$ cat src/rtl/xor_begin_perm_pkg.sv
// xor_begin_perm_pkg: shared types for the ASCON entry-side XOR stage.
//   type_state  : five 64-bit lanes x0..x4, index 0 is x0
//   DATA_W      : data block width (64)
//   buf_state_t : input buffer occupancy
//   out_state_t : cipher output slot occupancy
package xor_begin_perm_pkg;
   localparam int DATA_W = 64;
   typedef logic [4:0][DATA_W-1:0] type_state;
   typedef enum logic {EMPTY, FULL} buf_state_t;
   typedef enum logic {IDLE, VALID} out_state_t;
endpackage

$ cat src/rtl/xor_begin_perm_if.sv
// xor_begin_perm_if: data input and cipher output handshakes of xor_begin_perm.
//   data_i/data_valid_i/data_ready_o       : block into the input buffer
//   cipher_o/cipher_valid_o/cipher_ready_i : registered ciphertext word out
//   master: the environment side, slave: the xor_begin_perm side
interface xor_begin_perm_if
   import xor_begin_perm_pkg::*;
();
   logic [DATA_W-1:0] data_i;
   logic              data_valid_i;
   logic              data_ready_o;
   logic [DATA_W-1:0] cipher_o;
   logic              cipher_valid_o;
   logic              cipher_ready_i;
   modport master (
      output data_i, data_valid_i, cipher_ready_i,
      input  data_ready_o, cipher_o, cipher_valid_o
   );
   modport slave (
      input  data_i, data_valid_i, cipher_ready_i,
      output data_ready_o, cipher_o, cipher_valid_o
   );
endinterface

$ cat src/rtl/xor_begin_perm_skid_reg64.sv
// xor_begin_perm_skid_reg64: single 64-bit register slot with valid/ready on both sides.
//   clock_i, reset_i (async, active-high)
//   in_valid_i/in_data_i/in_ready_o    : write side; ready when empty or being drained
//   out_data_o/out_valid_o/out_ready_i : read side; data held stable while not accepted
module xor_begin_perm_skid_reg64
   import xor_begin_perm_pkg::*;
(
   input  logic        clock_i,
   input  logic        reset_i,
   input  logic        in_valid_i,
   input  logic [63:0] in_data_i,
   output logic        in_ready_o,
   output logic [63:0] out_data_o,
   output logic        out_valid_o,
   input  logic        out_ready_i
);
   out_state_t  state_q, state_d;
   logic [63:0] data_q, data_d;
   logic        load;
   assign in_ready_o  = (state_q == IDLE) | out_ready_i;
   assign load        = in_valid_i & in_ready_o;
   assign out_valid_o = (state_q == VALID);
   assign out_data_o  = data_q;
   always_comb begin
      state_d = load ? VALID : (out_ready_i ? IDLE : state_q);
      data_d  = load ? in_data_i : data_q;
   end
   always_ff @(posedge clock_i or posedge reset_i) begin
      if (reset_i) begin
         state_q <= IDLE;
         data_q  <= '0;
      end else begin
         state_q <= state_d;
         data_q  <= data_d;
      end
   end
endmodule

$ cat src/rtl/xor_begin_perm.sv
// xor_begin_perm: buffers one data block and XORs it into x0 (and the key into x1/x2) at permutation entry.
//   clock_i, reset_i (async, active-high)
//   bus (xor_begin_perm_if.slave) : data_i handshake in, cipher_o handshake out
//   en_xor_data_i : consume the buffer into x0 (only when it is full)
//   en_cipher_i   : also capture the new x0 as a ciphertext word
//   en_xor_key_i  : XOR key_i into {x1,x2}
//   registerS_i/registerS_o : state in, state after XOR (combinational)
//   underflow_o / overflow_o : sticky error flags
//   Optional macro XOR_BEGIN_BLOCK_CNT_EN adds block_cnt_o, a saturating consume counter.
module xor_begin_perm
   import xor_begin_perm_pkg::*;
#(
   parameter int DATA_W = 64
`ifdef XOR_BEGIN_BLOCK_CNT_EN
   , parameter int CNT_W = 8
`endif
) (
   input  logic              clock_i,
   input  logic              reset_i,
   xor_begin_perm_if.slave   bus,
   input  logic              en_xor_data_i,
   input  logic              en_cipher_i,
   input  logic              en_xor_key_i,
   input  logic [127:0]      key_i,
   input  type_state         registerS_i,
   output type_state         registerS_o,
   output logic              underflow_o,
   output logic              overflow_o
`ifdef XOR_BEGIN_BLOCK_CNT_EN
   , output logic [CNT_W-1:0] block_cnt_o
`endif
);
   buf_state_t        state_q, state_d;
   logic [DATA_W-1:0] buf_q, buf_d;
   logic              underflow_q, underflow_d;
   logic              overflow_q, overflow_d;
   logic              load, consume, capture, cap_ready;
   assign load    = (state_q == EMPTY) & bus.data_valid_i;
   assign consume = (state_q == FULL) & en_xor_data_i;
   assign capture = consume & en_cipher_i;
   // Ready is forced low during reset so no block is offered into a clearing buffer.
   assign bus.data_ready_o = (state_q == EMPTY) & ~reset_i;
   assign registerS_o[0] = registerS_i[0] ^ (consume ? buf_q : '0);
   assign {registerS_o[1], registerS_o[2]} = {registerS_i[1], registerS_i[2]} ^ (en_xor_key_i ? key_i : '0);
   assign registerS_o[4:3] = registerS_i[4:3];
   assign underflow_o = underflow_q;
   assign overflow_o  = overflow_q;
   always_comb begin
      state_d     = (state_q == EMPTY) ? (bus.data_valid_i ? FULL : EMPTY) : (en_xor_data_i ? EMPTY : FULL);
      buf_d       = load ? bus.data_i : buf_q;
      underflow_d = underflow_q | ((state_q == EMPTY) & en_xor_data_i);
      overflow_d  = overflow_q | (capture & ~cap_ready);
   end
   always_ff @(posedge clock_i or posedge reset_i) begin
      if (reset_i) begin
         state_q     <= EMPTY;
         buf_q       <= '0;
         underflow_q <= 1'b0;
         overflow_q  <= 1'b0;
      end else begin
         state_q     <= state_d;
         buf_q       <= buf_d;
         underflow_q <= underflow_d;
         overflow_q  <= overflow_d;
      end
   end
   xor_begin_perm_skid_reg64 u_cipher (
      .clock_i     (clock_i),
      .reset_i     (reset_i),
      .in_valid_i  (capture),
      .in_data_i   (registerS_o[0]),
      .in_ready_o  (cap_ready),
      .out_data_o  (bus.cipher_o),
      .out_valid_o (bus.cipher_valid_o),
      .out_ready_i (bus.cipher_ready_i)
   );
`ifdef XOR_BEGIN_BLOCK_CNT_EN
   logic [CNT_W-1:0] cnt_q, cnt_d;
   // Key XOR marks finalization, so the count restarts for the next message.
   always_comb begin
      cnt_d = en_xor_key_i ? '0 : ((consume & ~&cnt_q) ? cnt_q + CNT_W'(1) : cnt_q);
   end
   always_ff @(posedge clock_i or posedge reset_i) begin
      if (reset_i) cnt_q <= '0;
      else cnt_q <= cnt_d;
   end
   assign block_cnt_o = cnt_q;
`endif
endmodule

$ cat src/flat_wrapper.sv
// flat-port wrapper written by rule: the top's interface ports become plain ports
module xor_begin_perm_flat import xor_begin_perm_pkg::*;
#(
   parameter int DATA_W = 64

)
  (clock_i, reset_i, en_xor_data_i, en_cipher_i, en_xor_key_i, key_i, registerS_i, registerS_o, underflow_o, overflow_o, bus_data_i, bus_data_valid_i, bus_cipher_ready_i, bus_data_ready_o, bus_cipher_o, bus_cipher_valid_o);
  xor_begin_perm_if bus_i ();
  input  logic clock_i;
  input  logic reset_i;
  input  logic en_xor_data_i;
  input  logic en_cipher_i;
  input  logic en_xor_key_i;
  input  logic [127:0] key_i;
  input  type_state registerS_i;
  output type_state registerS_o;
  output logic underflow_o;
  output logic overflow_o;
  input wire logic [$bits(bus_i.data_i)-1:0] bus_data_i;
  input wire logic [$bits(bus_i.data_valid_i)-1:0] bus_data_valid_i;
  input wire logic [$bits(bus_i.cipher_ready_i)-1:0] bus_cipher_ready_i;
  output wire logic [$bits(bus_i.data_ready_o)-1:0] bus_data_ready_o;
  output wire logic [$bits(bus_i.cipher_o)-1:0] bus_cipher_o;
  output wire logic [$bits(bus_i.cipher_valid_o)-1:0] bus_cipher_valid_o;
  assign bus_i.data_i = bus_data_i;
  assign bus_i.data_valid_i = bus_data_valid_i;
  assign bus_i.cipher_ready_i = bus_cipher_ready_i;
  assign bus_data_ready_o = bus_i.data_ready_o;
  assign bus_cipher_o = bus_i.cipher_o;
  assign bus_cipher_valid_o = bus_i.cipher_valid_o;
  xor_begin_perm #(.DATA_W(DATA_W)) u_core (.clock_i(clock_i), .reset_i(reset_i), .bus(bus_i), .en_xor_data_i(en_xor_data_i), .en_cipher_i(en_cipher_i), .en_xor_key_i(en_xor_key_i), .key_i(key_i), .registerS_i(registerS_i), .registerS_o(registerS_o), .underflow_o(underflow_o), .overflow_o(overflow_o));
endmodule
$ cat config.mk
export PLATFORM = sky130hd
export DESIGN_NAME = xor_begin_perm_flat
export DESIGN_NICKNAME = d
export VERILOG_FILES = /design/src/rtl/xor_begin_perm_pkg.sv /design/src/rtl/xor_begin_perm_if.sv /design/src/rtl/xor_begin_perm_skid_reg64.sv /design/src/rtl/xor_begin_perm.sv /design/src/flat_wrapper.sv
export SDC_FILE = /design/constraint.sdc
export NUM_CORES = 1
export LEC_CHECK = 0
export BUFFER_PORTS_ARGS = -buffer_cell sky130_fd_sc_hd__buf_2
export CORE_AREA = 2 2 349 351
export CTS_CLUSTER_DIAMETER = 120
export DETAILED_ROUTE_END_ITERATION = 8
export DIE_AREA = 0 0 351 353
export GPL_TIMING_DRIVEN = 0
export PLACE_DENSITY_LB_ADDON = 0.2
export SYNTH_ARGS = -nofsm -noshare
export SYNTH_HDL_FRONTEND = slang
export SYNTH_SLANG_ARGS = --single-unit
$ cat constraint.sdc
create_clock -name clock_i -period 4.95 [get_ports clock_i]
set_input_delay 0.99 -clock clock_i [delete_from_list [all_inputs] [get_ports clock_i]]
set_output_delay 0.99 -clock clock_i [all_outputs]
set_load 0.05 [all_outputs]
==> impl_metrics.csv, run 1 <==
group,metric,value,unit
cells_and_area,post-route-util,0.129,
floorplan,ios,907,
pwr,power_density,450,nW/µm²
sta,drv_slew,0,
worst_hold_path,hold_class,"reg2reg",
cells_and_area,fillers,14031,
detailed_routing,routed_wl,61.1,mm
setup_path,crit_cells,5,
clock_tree,htreeDepth,4,
clock_tree,insertion_delay,490,ps
sta,hold_viol_final,0,
sta,fin_worst_skew,13.6,ps
detailed_routing,vias,8949,
cells_and_area,final_cell_mix,"buf_2, nand2_1, xnor2_1, buf_4, dfrtp_1",
yosys,syn-cell-area,8960,µm²
sta,fin_crit_sh,0.813,
yosys,synth_area_leaders,"dfrtp_1, xnor2_1, buf_4",
floorplan,die_w,351,µm
pwr,finalPower,7.00,mW
clock_tree,clockBufferDepth,2,
clock_tree,cts_sinks,132,
detailed_routing,route.detailed.drc,0,
sta,max_slew_margin,0.549,
global_route,grt_pass1_vias,9188,
sta,worstMarginPinSlew,677,ps
detailed_routing,drt_first_iter_violations,233,
setup_path,cp.buffers_inverters,3,
clock_tree,cts-hold-fix-buffers,0,
sta,period_needed,4030,ps
detailed_routing,ant_nets,0,
clock_tree,cts_resized,0,
pwr,internal_power,3.27,mW
detailed_routing,wl_per_cell,18.4,µm
setup_path,crit_fanout,10,
pwr,netSwitchingPower,3.73,mW
setup_path,worstPathRequired,3960,ps
cells_and_area,final_common_cell,"buf_2",
pwr,power.leakage,7.32,nW
global_route,grt_max_degree,71,
setup_path,rrSetupSlack,2980,ps
cells_and_area,drive_above_1_share,0.609,
placed_design,dpl.hpwl,54.0,mm
setup_path,worstPathArrival,3040,ps
yosys,postSynthCellCount,883,
setup_path,timing.rr.end,"u_core.buf_q[9]$_DFFE_PP0P_",
global_route,overflow,0,
yosys,seq_area_frac_synth,0.369,
run,timing.max_cap.violations,0,
outcome,outcome,"finished clean",
clock_tree,cts_root_buffer,"clkbuf_16",
yosys,yosys_warnings,0,
pwr,comb_power_share,0.545,
floorplan,die_area,124000,µm²
yosys,yosysUniqueCellTypes,21,
floorplan,start_util,0.0743,
setup_path,cpPeakStageDelay,580,ps
setup_path,startpoint,"en_xor_key_i",
setup_path,path_cells,"clkbuf_1 > clkbuf_1 > nand2_1 > xnor2_1 > buf_2",
sta,rsz0062_at_grt,"false",
floorplan,core_area,121000,µm²
yosys,synth_top_area_cell,"dfrtp_1",
setup_path,cp-start-kind,"input port",
cells_and_area,area_growth,73.5,%
pwr,ir_worst_vdd,0.000258,V
setup_path,timing.rr.start,"u_core.state_q$_DFF_PP0_",
global_route,track_usage,0.0950,
setup_path,rr_worst_depth,4,
clock_tree,path_clk_slew,80,ps
yosys,synth_seq_cells,132,
sta,tns,0,ps
sta,max_freq,248,MHz
setup_path,endpoint_kind,"output port",
pwr,p_sw_frac,0.533,
cells_and_area,nets,2199,
global_route,grt_first_pass_wirelength,78.2,mm
detailed_routing,via_per_inst,2.69,
placed_design,io_buffers,777,
global_route,antenna_found_initial,17,
clock_tree,post_cts_buffers,0,
pwr,p_clk_frac,0.206,
floorplan,rows,128,
pwr,seq_power_share,0.249,
setup_path,crit_path_frequent_cell,"clkbuf_1",
placed_design,gp_congestion,0.808,
yosys,yosysTopAreaCellShare,0.369,
setup_path,crit_end,"registerS_o[69]",
sta,setup_viol,0,
clock_tree,cts_tree,"built",
detailed_routing,firstDrtPassIters,4,
setup_path,cpMaxStageDelayCell,"clkbuf_1",
floorplan,die_y,353,µm
yosys,syn-num-nets,1402,
setup_path,crit_type,"in2out",
yosys,avgSynthCellArea,10.1,µm²
clock_tree,numCtsBuffers,17,
setup_path,crit_family,"buffers and inverters",
[sequential cells by signal, summed over array words and instances (netlist names)]
signal and flops:
u_core.u_cipher.out_valid_o 1, u_core.u_cipher.out_data_o 64, u_core.underflow_o 1, u_core.state_q 1
u_core.buf_q 64, u_core.overflow_o 1
[power groups by stage]
stage,Combinational (mW),Sequential [mW],Clock [mW]
finish,3.81,1.74,1.44
detailed placement,3.91,1.77,0
global placement,3.92,1.77,0
global route,4.03,1.81,1.57
floorplan,1.74,2.69,0
CTS,3.92,1.75,1.55
[kinds of logic after synthesis]
kind of cell    after synthesis  synth area share
simple gates                201            0.0880
flops                       132             0.369
mux                         128             0.161
buf+inv                     164             0.131
compound gates                2           0.00182
xor+xnor                    256             0.250
[how the worst min path moves through the flow]
stage	cells after the start	slack [ps]	endpoint	start
2_1_floorplan	1	520	u_core.buf_q[36]$_DFFE_PP0P_	u_core.buf_q[36]$_DFFE_PP0P_
3_3_place_gp	1	440	u_core.underflow_o$_DFF_PP0_	u_core.underflow_o$_DFF_PP0_
3_5_place_dp	1	450	u_core.underflow_o$_DFF_PP0_	u_core.underflow_o$_DFF_PP0_
4_1_cts	1	470	u_core.underflow_o$_DFF_PP0_	u_core.underflow_o$_DFF_PP0_
5_1_grt	1	490	u_core.underflow_o$_DFF_PP0_	u_core.underflow_o$_DFF_PP0_
6_report	1	470	u_core.underflow_o$_DFF_PP0_	u_core.underflow_o$_DFF_PP0_
[metal layers]
layer,track usage,wire length [µm],share of wire
met1,0.0942,21100,0.35
met2,0.182,32600,0.53
met3,0.0340,5650,0.092
met4,0.0293,1680,0.027
met5,0,38,0.00062
[synth_stat cells]
cell and count:
a21o_1 1, a31o_2 1, and2_1 1, and2b_1 1, buf_1 2, buf_2 11, buf_4 132, buf_6 6
clkbuf_1 11, dfrtp_1 132, inv_1 2, mux2_1 60, mux2_2 68, nand2_1 192, nand2b_1 1, nand3_2 1
nor2_1 3, nor2_8 1, nor2b_1 1, xnor2_1 192, xor2_1 64
[final cells by class]
class,instances,area [µm²],area share
multi-input cells,587,4490,0.289
repair buffers,778,3920,0.252
flip-flops and latches,132,3300,0.212
well taps,1625,2030,0.131
plain buffers,162,1160,0.0748
clock buffers,17,425,0.0274
clock inverters,15,189,0.0122
inverters,2,15.0,0.000966
diodes,6,15.0,0.000966
[per-stage QoR]
| stage | hold slack, ps | instance area (µm²) | setup WS, ps | std cells |
|---|---|---|---|---|
| floorplan | 524 | 8960 | 434 | 883 |
| global placement | 444 | 14900 | -2470 | 3285 |
| detailed placement | 452 | 14900 | 766 | 3286 |
| CTS | 471 | 15500 | 761 | 3318 |
| global route | 490 | 15500 | 631 | 3319 |
| finish | 467 | 15500 | 924 | 3324 |
Power figures use the tool's default switching activity.
==> inputs of run 2 (changes only) <==
==> constraint.sdc (replaced) <==
create_clock -name clock_i -period 3.3 [get_ports clock_i]
set_input_delay 0.66 -clock clock_i [delete_from_list [all_inputs] [get_ports clock_i]]
set_output_delay 0.66 -clock clock_i [all_outputs]
set_load 0.05 [all_outputs]
==> impl_metrics.csv, run 2 (synthesized netlist as in run 1, its figures left out) <==
group,metric,value,unit
outcome,outcome,"finished clean",
clock_tree,numCtsBuffers,17,
global_route,grt_pass1_vias,9306,
pwr,power_density,667,nW/µm²
pwr,p_sw_frac,0.527,
sta,setup_viol,0,
floorplan,start_util,0.0743,
setup_path,worstPathArrival,2450,ps
placed_design,gp_congestion,0.807,
sta,hold_viol_final,0,
clock_tree,cts_resized,16,
detailed_routing,wl_per_cell,17.8,µm
clock_tree,clockBufferDepth,2,
sta,max_slew_margin,0.521,
pwr,power.leakage,7.36,nW
worst_hold_path,hold_class,"in2async",
cells_and_area,final_cell_mix,"buf_2, nand2_1, xnor2_1, buf_4, dfrtp_1",
detailed_routing,routed_wl,59.2,mm
clock_tree,post_cts_buffers,0,
pwr,p_clk_frac,0.201,
detailed_routing,firstDrtPassIters,4,
floorplan,ios,907,
sta,fin_crit_sh,0.943,
placed_design,place_area,15000,µm²
placed_design,dpl.hpwl,51.9,mm
pwr,seq_power_share,0.249,
clock_tree,htreeDepth,4,
detailed_routing,drt_first_iter_violations,254,
placed_design,dp_slack,-423,ps
detailed_routing,route.detailed.drc,0,
setup_path,endpoint_kind,"output port",
sta,rsz0062_at_grt,"false",
floorplan,rows,128,
cells_and_area,final_common_cell,"buf_2",
sta,fin_worst_skew,15.0,ps
sta,tns,0,ps
clock_tree,cts_sinks,132,
cells_and_area,post-route-util,0.130,
global_route,grt_first_pass_wirelength,76.3,mm
pwr,netSwitchingPower,5.49,mW
global_route,overflow,0,
sta,drv_slew,0,
sta,worstMarginPinSlew,714,ps
detailed_routing,ant_nets,0,
sta,worst_slack,188,ps
setup_path,crit_fanout,10,
global_route,grt_max_degree,34,
floorplan,die_y,353,µm
placed_design,io_buffers,777,
global_route,antenna_found_initial,17,
clock_tree,path_clk_slew,60,ps
clock_tree,cts_root_buffer,"clkbuf_16",
sta,max_freq,321,MHz
run,timing.max_cap.violations,0,
global_route,track_usage,0.0933,
cells_and_area,drive_above_1_share,0.613,
setup_path,worstPathRequired,2640,ps
floorplan,core_area,121000,µm²
detailed_routing,vias,8993,
floorplan,die_w,351,µm
clock_tree,cts_tree,"built",
detailed_routing,via_per_inst,2.71,
cells_and_area,nets,2202,
sta,period_needed,3110,ps
pwr,finalPower,10.4,mW
pwr,comb_power_share,0.550,
clock_tree,cts-hold-fix-buffers,0,
pwr,ir_worst_vdd,0.000439,V
setup_path,cp-start-kind,"input port",
clock_tree,insertion_delay,510,ps
pwr,internal_power,4.94,mW
cells_and_area,fillers,14040,
cells_and_area,design_area,15600,µm²
cells_and_area,area_growth,74.5,%
floorplan,die_area,124000,µm²
setup_path,crit_type,"in2out",
run 2: cell count changes in the layout (fill, tap and decap cells not counted), sizes merged:
cell / change
clkinvlp: +1
inv: -4
buf: +3
diode: -3
clkbuf: +3
run 2: worst max-delay path, stage by stage:
cell	delay, ps
clkbuf_2	260
clkbuf_1	410
nand2_1	120
xnor2_1	590
buf_2	390
run 2: worst paths after layout:
path / slack (ps) / depth (start not counted) / start / to
max in group asynchronous: 2180 / 4 / reset_i / u_core.buf_q[8]$_DFFE_PP0P_
worst min register to register: 460 / 1 / u_core.underflow_o$_DFF_PP0_ / u_core.underflow_o$_DFF_PP0_
min in group clock_i: 380 / 2 / bus_data_i[11] / u_core.buf_q[11]$_DFFE_PP0P_
worst min-delay path: 250 / 2 / reset_i / u_core.u_cipher.out_data_o[26]$_DFFE_PP0P_
worst max-delay path: 190 / 5 / en_xor_key_i / registerS_o[99]
worst max register to register: 1300 / 4 / u_core.state_q$_DFF_PP0_ / u_core.buf_q[3]$_DFFE_PP0P_
run 2: power by group through the flow:
stage | clock [mW] | sequential [mW] | combinational [mW]
floorplan | 0 | 4.03 | 2.61
global placement | 0 | 2.63 | 5.85
detailed placement | 0 | 2.64 | 5.85
CTS | 2.29 | 2.61 | 5.88
global route | 2.32 | 2.70 | 6.05
finish | 2.10 | 2.60 | 5.73
run 2: final cells by class:
class                   count  area, µm²  share of cell area
diodes                      3       7.51            0.000480
plain buffers             162       1180              0.0755
clock buffers              20        457              0.0292
clock inverters            12        141             0.00904
inverters                   2       11.3            0.000720
multi-input cells         587       4520               0.289
flip-flops and latches    132       3300               0.211
well taps                1625       2030               0.130
repair buffers            781       3980               0.255
run 2: metal layers:
layer / part of all wire / GRT usage / up-vias
li1: - / - / 4269
met1: 0.35 / 0.0969 / 4110
met2: 0.51 / 0.167 / 536
met3: 0.11 / 0.0361 / 62
met4: 0.027 / 0.0370 / 16
met5: 0.0020 / 0 / -
run 2: per-stage QoR:
| step | instances | hold slack (ps) |
|---|---|---|
| 2_1_floorplan | 883 | 524 |
| 3_3_place_gp | 3285 | 437 |
| 3_5_place_dp | 3289 | 441 |
| 4_1_cts | 3321 | 189 |
| 5_1_grt | 3321 | 237 |
| 6_report | 3324 | 245 |
==> inputs of run 3 (changes only) <==
--- a/config.mk
+++ b/config.mk
@@ -5,12 +5,14 @@
 export SDC_FILE = /design/constraint.sdc
 export NUM_CORES = 1
 export LEC_CHECK = 0
+export ABC_AREA = 1
 export BUFFER_PORTS_ARGS = -buffer_cell sky130_fd_sc_hd__buf_2
 export CORE_AREA = 2 2 349 351
 export CTS_CLUSTER_DIAMETER = 120
 export DETAILED_ROUTE_END_ITERATION = 8
 export DIE_AREA = 0 0 351 353
 export GPL_TIMING_DRIVEN = 0
+export MAX_ROUTING_LAYER = met4
 export PLACE_DENSITY_LB_ADDON = 0.2
 export SYNTH_ARGS = -nofsm -noshare
 export SYNTH_HDL_FRONTEND = slang
==> impl_metrics.csv, run 3 <==
group,metric,value,unit
outcome,outcome,"finished clean",
pwr,finalPower,9.23,mW
setup_path,endpoint_kind,"output port",
global_route,grt_first_pass_wirelength,116,mm
clock_tree,htreeDepth,4,
yosys,synth_common_cells,"nand2_1, dfrtp_1, nand3_1, buf_4, xnor2_1",
setup_path,crit_type,"in2out",
yosys,yosysTopAreaCellShare,0.356,
placed_design,io_buffers,776,
floorplan,die_area,124000,µm²
global_route,track_usage,0.149,
sta,setup_viol,0,
clock_tree,cts_root_buffer,"clkbuf_16",
cells_and_area,design_area,16000,µm²
sta,worst_slack,150,ps
cells_and_area,final_cell_mix,"buf_2, nand2_1, buf_4, dfrtp_1, nand3_1",
setup_path,crit_fanout,11,
global_route,grt_pass1_vias,11559,
clock_tree,numCtsBuffers,17,
pwr,power_density,579,nW/µm²
setup_path,cp-start-kind,"input port",
pwr,power.leakage,8.55,nW
floorplan,core_area,121000,µm²
worst_hold_path,hold_class,"in2async",
sta,period_needed,3150,ps
floorplan,ios,907,
sta,fin_crit_sh,0.954,
clock_tree,path_clk_slew,80,ps
sta,max_slew_margin,0.417,
sta,worstMarginPinSlew,875,ps
detailed_routing,via_per_inst,3.11,
cells_and_area,post-route-util,0.132,
yosys,ys.flop_type,"dfrtp_1",
setup_path,worstPathRequired,2640,ps
detailed_routing,firstDrtPassIters,4,
floorplan,die_w,351,µm
yosys,synth_area_leaders,"dfrtp_1, nand2_1, xnor2_1",
yosys,synth_top_area_cell,"dfrtp_1",
sta,rsz0062_at_grt,"false",
placed_design,dp_slack,-63.2,ps
yosys,yosys_warnings,0,
cells_and_area,area_growth,72.2,%
clock_tree,insertion_delay,480,ps
cells_and_area,final_common_cell,"buf_2",
yosys,avgSynthCellArea,7.07,µm²
yosys,syn-cell-area,9270,µm²
detailed_routing,vias,11719,
global_route,grt_max_degree,36,
placed_design,dpl.hpwl,82.0,mm
global_route,overflow,0,
detailed_routing,ant_nets,0,
setup_path,worstPathArrival,2490,ps
clock_tree,post_cts_buffers,0,
yosys,async_flop_share,1.00,
cells_and_area,drive_above_1_share,0.472,
placed_design,place_area,15300,µm²
clock_tree,cts_sinks,132,
detailed_routing,route.detailed.drc,0,
floorplan,die_y,353,µm
yosys,seq_area_frac_synth,0.356,
sta,max_freq,318,MHz
sta,hold_viol_final,0,
yosys,postSynthCellCount,1311,
sta,drv_slew,0,
yosys,yosysUniqueCellTypes,18,
sta,fin_worst_skew,16.7,ps
cells_and_area,nets,2629,
yosys,synth_seq_cells,132,
detailed_routing,routed_wl,92.4,mm
yosys,yosysMostFrequentCell,"nand2_1",
pwr,ir_worst_vdd,0.000382,V
yosys,syn-num-nets,1830,
clock_tree,cts_tree,"built",
placed_design,gp_congestion,0.940,
floorplan,start_util,0.0768,
detailed_routing,wl_per_cell,24.5,µm
detailed_routing,drt_first_iter_violations,622,
clock_tree,clockBufferDepth,2,
global_route,antenna_found_initial,41,
yosys,synth_edf_count,0,
floorplan,rows,128,
run,timing.max_cap.violations,0,
## run 3: cell count changes in the layout (fill, tap and decap cells not counted), sizes merged, moves of 2 or more
cell | before | now
xor2 | 64 | 0
clkinvlp | 2 | 4
nand4 | 0 | 64
nand3 | 1 | 130
mux2 | 128 | 0
diode | 3 | 25
buf | 932 | 974
inv | 6 | 72
clkbuf | 31 | 27
nand2 | 192 | 577
xnor2 | 192 | 128
## run 3: worst max-delay path: stages
cell,delay (ps)
buf_2,210
buf_2,420
buf_2,460
nand3_1,140
nand2_1,90
nand2_2,190
buf_2,290
## run 3: area by class of cell
type / count / area (µm²)
plain buffers: 204 / 1330
flip-flops and latches: 132 / 3300
fillers: 14131 / 105000
multi-input cells: 906 / 4390
diodes: 25 / 62.6
repair buffers: 780 / 3970
inverters: 69 / 263
well taps: 1625 / 2030
clock inverters: 14 / 178
clock buffers: 17 / 425
## run 3: repair_timing
action,CTS,global route
endpoints found under the setup margin,10,1
pin swaps,0,0
gates resized for setup,7,1
hold buffers,0,0
## run 3: cell families (layout without fill, tap and decap cells)
logic type	count (synthesis)	count (layout)	share of synthesized area
AO/OA/AOI/OAI	3	3	0.00216
XOR/XNOR	128	128	0.121
buffers and inverters	273	1084	0.170
flip-flops	132	132	0.356
other	0	25	0
AND/OR/NAND/NOR	775	775	0.350
## run 3: path summary, 6_finish.rpt
check                                                     startpoint                                          to  slack [ps]  cells past startpoint
hold reg to reg            u_core.u_cipher.out_data_o[7]$_DFFE_PP0P_   u_core.u_cipher.out_data_o[7]$_DFFE_PP0P_         480                      2
max in group asynchronous                                    reset_i  u_core.u_cipher.out_data_o[18]$_DFFE_PP0P_        2210                      4
setup reg to reg                            u_core.state_q$_DFF_PP0_                 u_core.buf_q[9]$_DFFE_PP0P_         920                      5
min in group clock_i                                  bus_data_i[56]                u_core.buf_q[56]$_DFFE_PP0P_         400                      3
hold / removal                                               reset_i   u_core.u_cipher.out_data_o[6]$_DFFE_PP0P_         260                      2
setup / recovery                                       en_xor_data_i                              registerS_o[7]         150                      7
## run 3: per-stage QoR
step	hold slack, ps	instances	TNS [ps]
5_1_grt	273	3767	0
6_report	257	3772	0
2_1_floorplan	464	1311	0
3_3_place_gp	460	3712	-89890
4_1_cts	221	3747	0
3_5_place_dp	463	3716	-85.0
## run 3: where the power goes
group / switching (mW) / internal, mW
clock: 0.962 / 1.19
combinational: 3.69 / 1.08
sequential: 0.282 / 2.03
total: 4.93 / 4.30
## run 3: layer usage
layer,track usage,up-vias,share of wire
met3,0.0446,49,0.076
met4,0.0288,0,0.013
met5,-,-,0
li1,-,5612,-
met1,0.197,5532,0.47
met2,0.223,526,0.44
